--- config.mk ---
export PLATFORM = sky130hd
export DESIGN_NAME = pwm_audio_stream_gen
export DESIGN_NICKNAME = d
export VERILOG_FILES = /design/src/rtl/pwm_audio_stream_gen.sv
export SDC_FILE = /design/constraint.sdc
export NUM_CORES = 1
export LEC_CHECK = 0
export BUFFER_PORTS_ARGS = -buffer_cell sky130_fd_sc_hd__buf_2
export CORE_ASPECT_RATIO = 0.75
export CORE_MARGIN = 3
export CORE_UTILIZATION = 50
export DETAILED_ROUTE_END_ITERATION = 8
export PLACE_DENSITY = 0.75
export SYNTH_ARGS = -nofsm -noshare
export SYNTH_HDL_FRONTEND = slang
export SYNTH_SLANG_ARGS = --single-unit
export TNS_END_PERCENT = 30
--- constraint.sdc ---
create_clock -name CLK -period 2.3 [get_ports CLK]
set_input_delay 0.115 -clock CLK [delete_from_list [all_inputs] [get_ports CLK]]
set_output_delay 0.115 -clock CLK [all_outputs]
set_load 0.005 [all_outputs]
--- src/rtl/pwm_audio_stream_gen.sv ---
`default_nettype none
// ============================================================================
// Module   : pwm_audio_stream_gen
// Brief    : Multi-channel PWM audio generator. Signed samples are staged one
//            frame at a time, attenuated and converted to offset binary, then
//            loaded into per-channel duty registers at each PWM period
//            boundary. Starved boundaries raise a sticky underrun flag.
// Revision : 1.0 - initial release
// ============================================================================
module pwm_audio_stream_gen #(
  parameter int SAMPLE_W = 8,
  parameter int PWM_W    = 8,
  parameter int NUM_CH   = 2
) (
  input  logic                         CLK,
  input  logic                         RESET_N,
  input  logic [NUM_CH*SAMPLE_W-1:0]   sample_in,
  input  logic                         sample_valid,
  output logic                         sample_ready,
  input  logic [3:0]                   volume,
  input  logic                         mute,
  input  logic                         clr_underrun,
  output logic [NUM_CH-1:0]            pwm_out,
  output logic                         period_start,
  output logic                         underrun
);

  localparam logic [PWM_W-1:0] C_CNT_MAX = {PWM_W{1'b1}};
  localparam logic [PWM_W-1:0] C_CNT_ONE = PWM_W'(1);
  localparam logic [PWM_W-1:0] C_MID     = {1'b1, {(PWM_W-1){1'b0}}};

  logic [PWM_W-1:0]           r_cnt;
  logic [NUM_CH*SAMPLE_W-1:0] r_stage;
  logic                       r_full;
  logic                       r_ready;
  logic                       r_underrun;
  logic [NUM_CH-1:0]          r_pwm;
  logic                       r_period_start;

  logic                       w_wrap;
  logic                       w_accept;
  logic                       w_full_next;
  logic [NUM_CH-1:0]          w_cmp;

  // The last counter value of a period is the only place duties may change.
  assign w_wrap   = (r_cnt == C_CNT_MAX);
  // Ready is a pure register, so accepting never depends combinationally on valid.
  assign w_accept = sample_valid & r_ready;
  // Staging fills on accept and empties on the boundary that consumes it.
  // Accept and consume can never coincide because ready is low while full.
  assign w_full_next = w_accept | (r_full & ~w_wrap);

  generate
    for (genvar c = 0; c < NUM_CH; c++) begin : g_ch
      logic signed [SAMPLE_W-1:0] w_samp;
      logic signed [SAMPLE_W-1:0] w_shift;
      logic        [SAMPLE_W-1:0] w_ub;
      logic        [PWM_W-1:0]    w_scaled;
      logic        [PWM_W-1:0]    r_duty;

      assign w_samp  = r_stage[c*SAMPLE_W +: SAMPLE_W];
      // Arithmetic shift keeps the sign; large shifts saturate to 0 or -1.
      assign w_shift = w_samp >>> volume;
      // Flipping the sign bit converts two's complement to offset binary.
      assign w_ub    = {~w_shift[SAMPLE_W-1], w_shift[SAMPLE_W-2:0]};

      if (PWM_W == SAMPLE_W) begin : g_same
        assign w_scaled = w_ub;
      end else if (PWM_W > SAMPLE_W) begin : g_up
        assign w_scaled = {w_ub, {(PWM_W-SAMPLE_W){1'b0}}};
      end else begin : g_down
        assign w_scaled = w_ub[SAMPLE_W-1 -: PWM_W];
      end

      // Duty reloads only on the wrap cycle so a period is never truncated.
      always_ff @(posedge CLK) begin
        if (!RESET_N) begin
          r_duty <= C_MID;
        end else if (w_wrap) begin
          if (mute) begin
            r_duty <= C_MID;
          end else if (r_full) begin
            r_duty <= w_scaled;
          end
        end
      end

      assign w_cmp[c] = (r_cnt < r_duty);
    end
  endgenerate

  // Counter, staging handshake, underrun tracking and registered outputs.
  always_ff @(posedge CLK) begin
    if (!RESET_N) begin
      r_cnt          <= '0;
      r_stage        <= '0;
      r_full         <= 1'b0;
      r_ready        <= 1'b0;
      r_underrun     <= 1'b0;
      r_pwm          <= '0;
      r_period_start <= 1'b0;
    end else begin
      r_cnt   <= r_cnt + C_CNT_ONE;
      if (w_accept) begin
        r_stage <= sample_in;
      end
      r_full  <= w_full_next;
      r_ready <= ~w_full_next;
      // A starved boundary wins over a simultaneous clear request.
      r_underrun     <= (w_wrap & ~r_full) | (r_underrun & ~clr_underrun);
      r_pwm          <= w_cmp;
      r_period_start <= (r_cnt == '0);
    end
  end

  assign sample_ready = r_ready;
  assign underrun     = r_underrun;
  assign pwm_out      = r_pwm;
  assign period_start = r_period_start;

endmodule
`default_nettype wire

Yosys cells after proc, flatten, opt, wreduce, memory -nomap -nowiden:

Cells that the tools add are included.

* flip-flop bits (word level): 46
* memory bits (writable): 0
* word-level logic and storage cells: 34
* output and inout port bits: 5
* bits in read-only memories: 0
* bits of input ports: 25
* bits in latches: 0
* memories: 0

* reduce and logical (&&, ||, !) cells: 3
* add/subtract/negate cells: 1
* multipliers: 0
* order comparisons: 2
* shift operators: 2
* divide/modulo/power cells: 0
* bitwise gates (word level): 12
* multiplexer cells: 4
* equality and inequality tests: 1

Operators with widths (count)
* $mux 8: 4
* $lt 8x8->1: 2
* $sshr 8x4->8: 2
* $add 8x1->8 const B: 1
* $eq 8x8->1 const B: 1
* $logic_not 8->1: 1
* $not 1->1: 6
* $and 1x1->1: 4
* $or 1x1->1: 2
* $reduce_and 2->1: 1
* $reduce_bool 2->1: 1

Longest topological paths before layout:

* depth in word-level cells: 5
* mapped depth: 6
* gate-level depth less buffers: 6

Least setup slack after synthesis:

Ideal clock, no wire load.

* path type: register -> register
* start point: register r_cnt[0]
* end point: register g_ch[0].r_duty[3]
* period minus slack after synthesis: 1.475 ns
* stages on the path, launching flop included: 7
* buffers on the path: 2
* setup time: 0.070 ns
* data arrival time: 1.405 ns
* required time: 2.230 ns
* setup slack: 0.825 ns
* path through: dfxtp_1 -> ha_1 -> and3_1 -> buf_2 -> a31oi_1 -> buf_2 -> o2bb2ai_1

* cells in the longest elaborated chain, start to end: 2

Ends and longest elaborated chain
* start: declaration: RTL line 32 `logic [PWM_W-1:0] r_cnt;`
* start signal: assignment: RTL line 103 `r_cnt <= r_cnt + C_CNT_ONE;`
* $eq 8x8->1: RTL line 46 `assign w_wrap = (r_cnt == C_CNT_MAX);`
* $reduce_and 2->1 (no source line)
* end signal: assignment: RTL line 83 `r_duty <= w_scaled;`
* end: declaration: RTL line 59 `logic [PWM_W-1:0] r_duty;`

Every way passes these cells.
A chain may end at the register's enable or synchronous reset.

Worst setup path in the final report:

* start point: register r_cnt[0]
* end point: register g_ch[1].r_duty[0]

* cells in the longest elaborated chain, start to end: 2

Ends and longest elaborated chain (RTL line)
* $eq 8x8->1: 46
* $reduce_and 2->1 (no source line)
* end signal: assignment: 83
* end: declaration: 59

Every way passes these cells.

==> qor.txt <==
CTS Root Buffer Type: clkbuf_8
CP Launch Type: flip-flop
Tcrit/Tclk final: 0.882
Num CTS Buffers: 5
Area added between synthesis and finish: 7.38%
First-pass DRT Iterations: 4
Required time of the critical path: 2.53 ns
Reg2reg path depth: 4
FILL cells: 464
RSZ-0062 raised after global routing: no
CTS Buffer Depth: 2
CTS tree: yes
Final TNS setup: 0 ns
Ys async rst share: 0
Netlist cell types: 50
Max cap viols: 0
Multi-input logic area: 0.00150 mm²
Tot GR Track Use: 0.194
Die Area: 0.00614 mm²
Worst-path clk slew: 0.08 ns
Crit path DAT: 2.26 ns
Number of synthesized flops with an enable pin: 0
IO buf count: 29
HP Class: in -> reg
Synth warn: 0
Die X-Extent: 89.5 µm
Final setup fails: 0
Die Height: 68.6 µm
Vias per cell: 5.73
Drt wl/cell: 15.1 µm
Detailed-route via count: 2143
Most used DFF post-synth: dfxtp_1
Rows: 22
Global-route wire length before repair: 9.22 mm
Fin crit period: 2.03 ns
Slew Limit Fails: 0
Fin nets: 355
Critical path class: reg -> reg
Diodes inserted: 0
Antenna Violating Nets Remaining: 0
Post-DP HPWL: 4.13 mm
Worst Tran Pin Value: 1.10 ns
Worst-Skew Late Latency: 0.29 ns
Leakage Power: 1.10 nW
DR DRC count: 0
Core area: 0.00495 mm²
Max frequency: 493 MHz
Sequential-to-total area share from yosys stat: 0.352
Global route total overflow: 0
Gp weighted congestion: 0.812
Fin util: 0.566
Fin. Hold Viols: 0
Vias in the first global route: 1872
Hold path cells: 3
Layout cells sized above 1: 0.166
Syn Area/Cell: 8.86 µm²
Post-Syn Area: 0.00261 mm²
Post-Syn Instances: 295
Largest net degree at the start of global routing: 28
Final WL: 5.65 mm
Max H-tree Level: 2
Skew final: 0.00291 ns
Hold Buf Count CTS: 0
#FFs+latches synth: 46
PD cells: 540 mW/mm²
Num ports: 30
Clock sinks: 46
Post-CTS setup buffers: 0
Sequential Area: 921 µm²
Peak supply drop: 0.000373 V
Worst rel slew slack: 0.266
Synth Net Count: 336
Run status: finished clean
Crit. End Element: flip-flop
Initial Util: 0.527
Post-CTS resize count: 0
Starting DRT DRC Count: 207
Initial antenna violation count: 0
Critical Path Fanout Max: 12
placed cells by master, fill, tap and decap left out, types with 4 or more instances in the layout:
cell type / instances
buf_2: 29
nor2b_1: 6
a21oi_1: 23
o21ai_0: 10
mux2i_1: 7
a21o_1: 4
nand2_1: 53
mux2_1: 4
inv_1: 21
a211oi_1: 4
dfxtp_1: 46
o2bb2ai_1: 12
clkbuf_8: 5
ha_1: 16
and2_1: 4
nor2_1: 15
nand3_1: 4
layer usage:
| metal | vias to the layer above | part of all wire | GRT usage |
|---|---|---|---|
| met2 | 60 | 0.42 | 0.278 |
| met4 | 0 | 0.0043 | 0.0353 |
| met3 | 4 | 0.063 | 0.0404 |
| li1 | 1081 | - | - |
| met1 | 998 | 0.52 | 0.299 |
| met5 | - | 0 | 0 |
critical path, cell delays in order (launching register included):
cell and delay, ns:
dfxtp_1 0.36, ha_1 0.27, and3_1 0.23, a31oi_1 0.90
o2bb2ai_1 0.19
final timing paths:
check / start / endpoint / slack [ns]
setup / recovery: r_cnt[0] / g_ch[1].r_duty[0] / 0.27
hold reg to reg: g_ch[0].r_duty[0] / g_ch[0].r_duty[0] / 0.47
setup reg to reg: r_cnt[0] / g_ch[1].r_duty[0] / 0.27
hold / removal: sample_in[10] / r_stage[10] / 0.04
cell families after synthesis:
| family | Yosys count | share of synthesized area |
|---|---|---|
| XOR/XNOR | 4 | 0.0134 |
| adder cells (fa/ha/maj) | 16 | 0.0766 |
| multiplexers | 17 | 0.0958 |
| AO/OA/AOI/OAI | 71 | 0.190 |
| buffers and inverters | 40 | 0.0752 |
| flip-flops | 46 | 0.352 |
| AND/OR/NAND/NOR | 101 | 0.197 |
report_power, final:
part	leakage, nW	internal, W	switching, W
clock network	0.0438	0.000204	0.000265
registers	0.374	0.000822	0.0000270
logic	0.678	0.0000842	0.000112
area by class of cell:
| class | count | share of cell area |
|---|---|---|
| Clock inverter | 2 | 0.00357 |
| Tap cell | 60 | 0.0268 |
| Inverter | 22 | 0.0294 |
| Multi-Input combinational cell | 209 | 0.533 |
| Clock buffer | 5 | 0.0245 |
| Sequential cell | 46 | 0.328 |
| Timing Repair Buffer | 30 | 0.0544 |
cell usage after synthesis (all sizes together) (2+ instances only):
cell type   n  area, µm²
nand2      53        199
dfxtp      46        921
a21oi      23        115
inv        22       82.6
ha         16        200
nor2       15       56.3
buf        12       91.3
o2bb2ai    12        105
o21ai      11       55.1
nor2b       8       65.1
a211oi      7       67.6
mux2i       7       70.1
clkbuf      6       22.5
mux2        5       60.1
mux4        5        120
a21o        4       30.0
and2        4       25.0
nand3       4       20.0
nor4        4       40.0
and3        3       18.8
xor2        3       26.3
a222oi      2       20.0
a22o        2       17.5
a22oi       2       15.0
a31oi       2       12.5
o311ai      2       17.5
or3         2       12.5
state kept, by name, indices dropped and copies added, names as in the netlist:
name and cells:
g_ch.r_duty 16, r_stage 16, r_cnt 8, pwm_out 2, period_start 1, r_full 1
sample_ready 1, underrun 1
metrics by stage:
stage	cells	hold slack, ns	instance area [µm²]	power, W	worst slack (ns)
after floorplan	295	0.251	2610	0.00101	0.825
after global placement	367	0.355	2730	0.00105	0.434
after detailed placement	367	0.362	2730	0.00106	0.297
after CTS	374	0.0457	2810	0.00152	0.282
after global routing	374	0.0495	2810	0.00158	0.124
final	374	0.0438	2810	0.00151	0.271
Note: power is estimated with default switching activity, not from simulation.
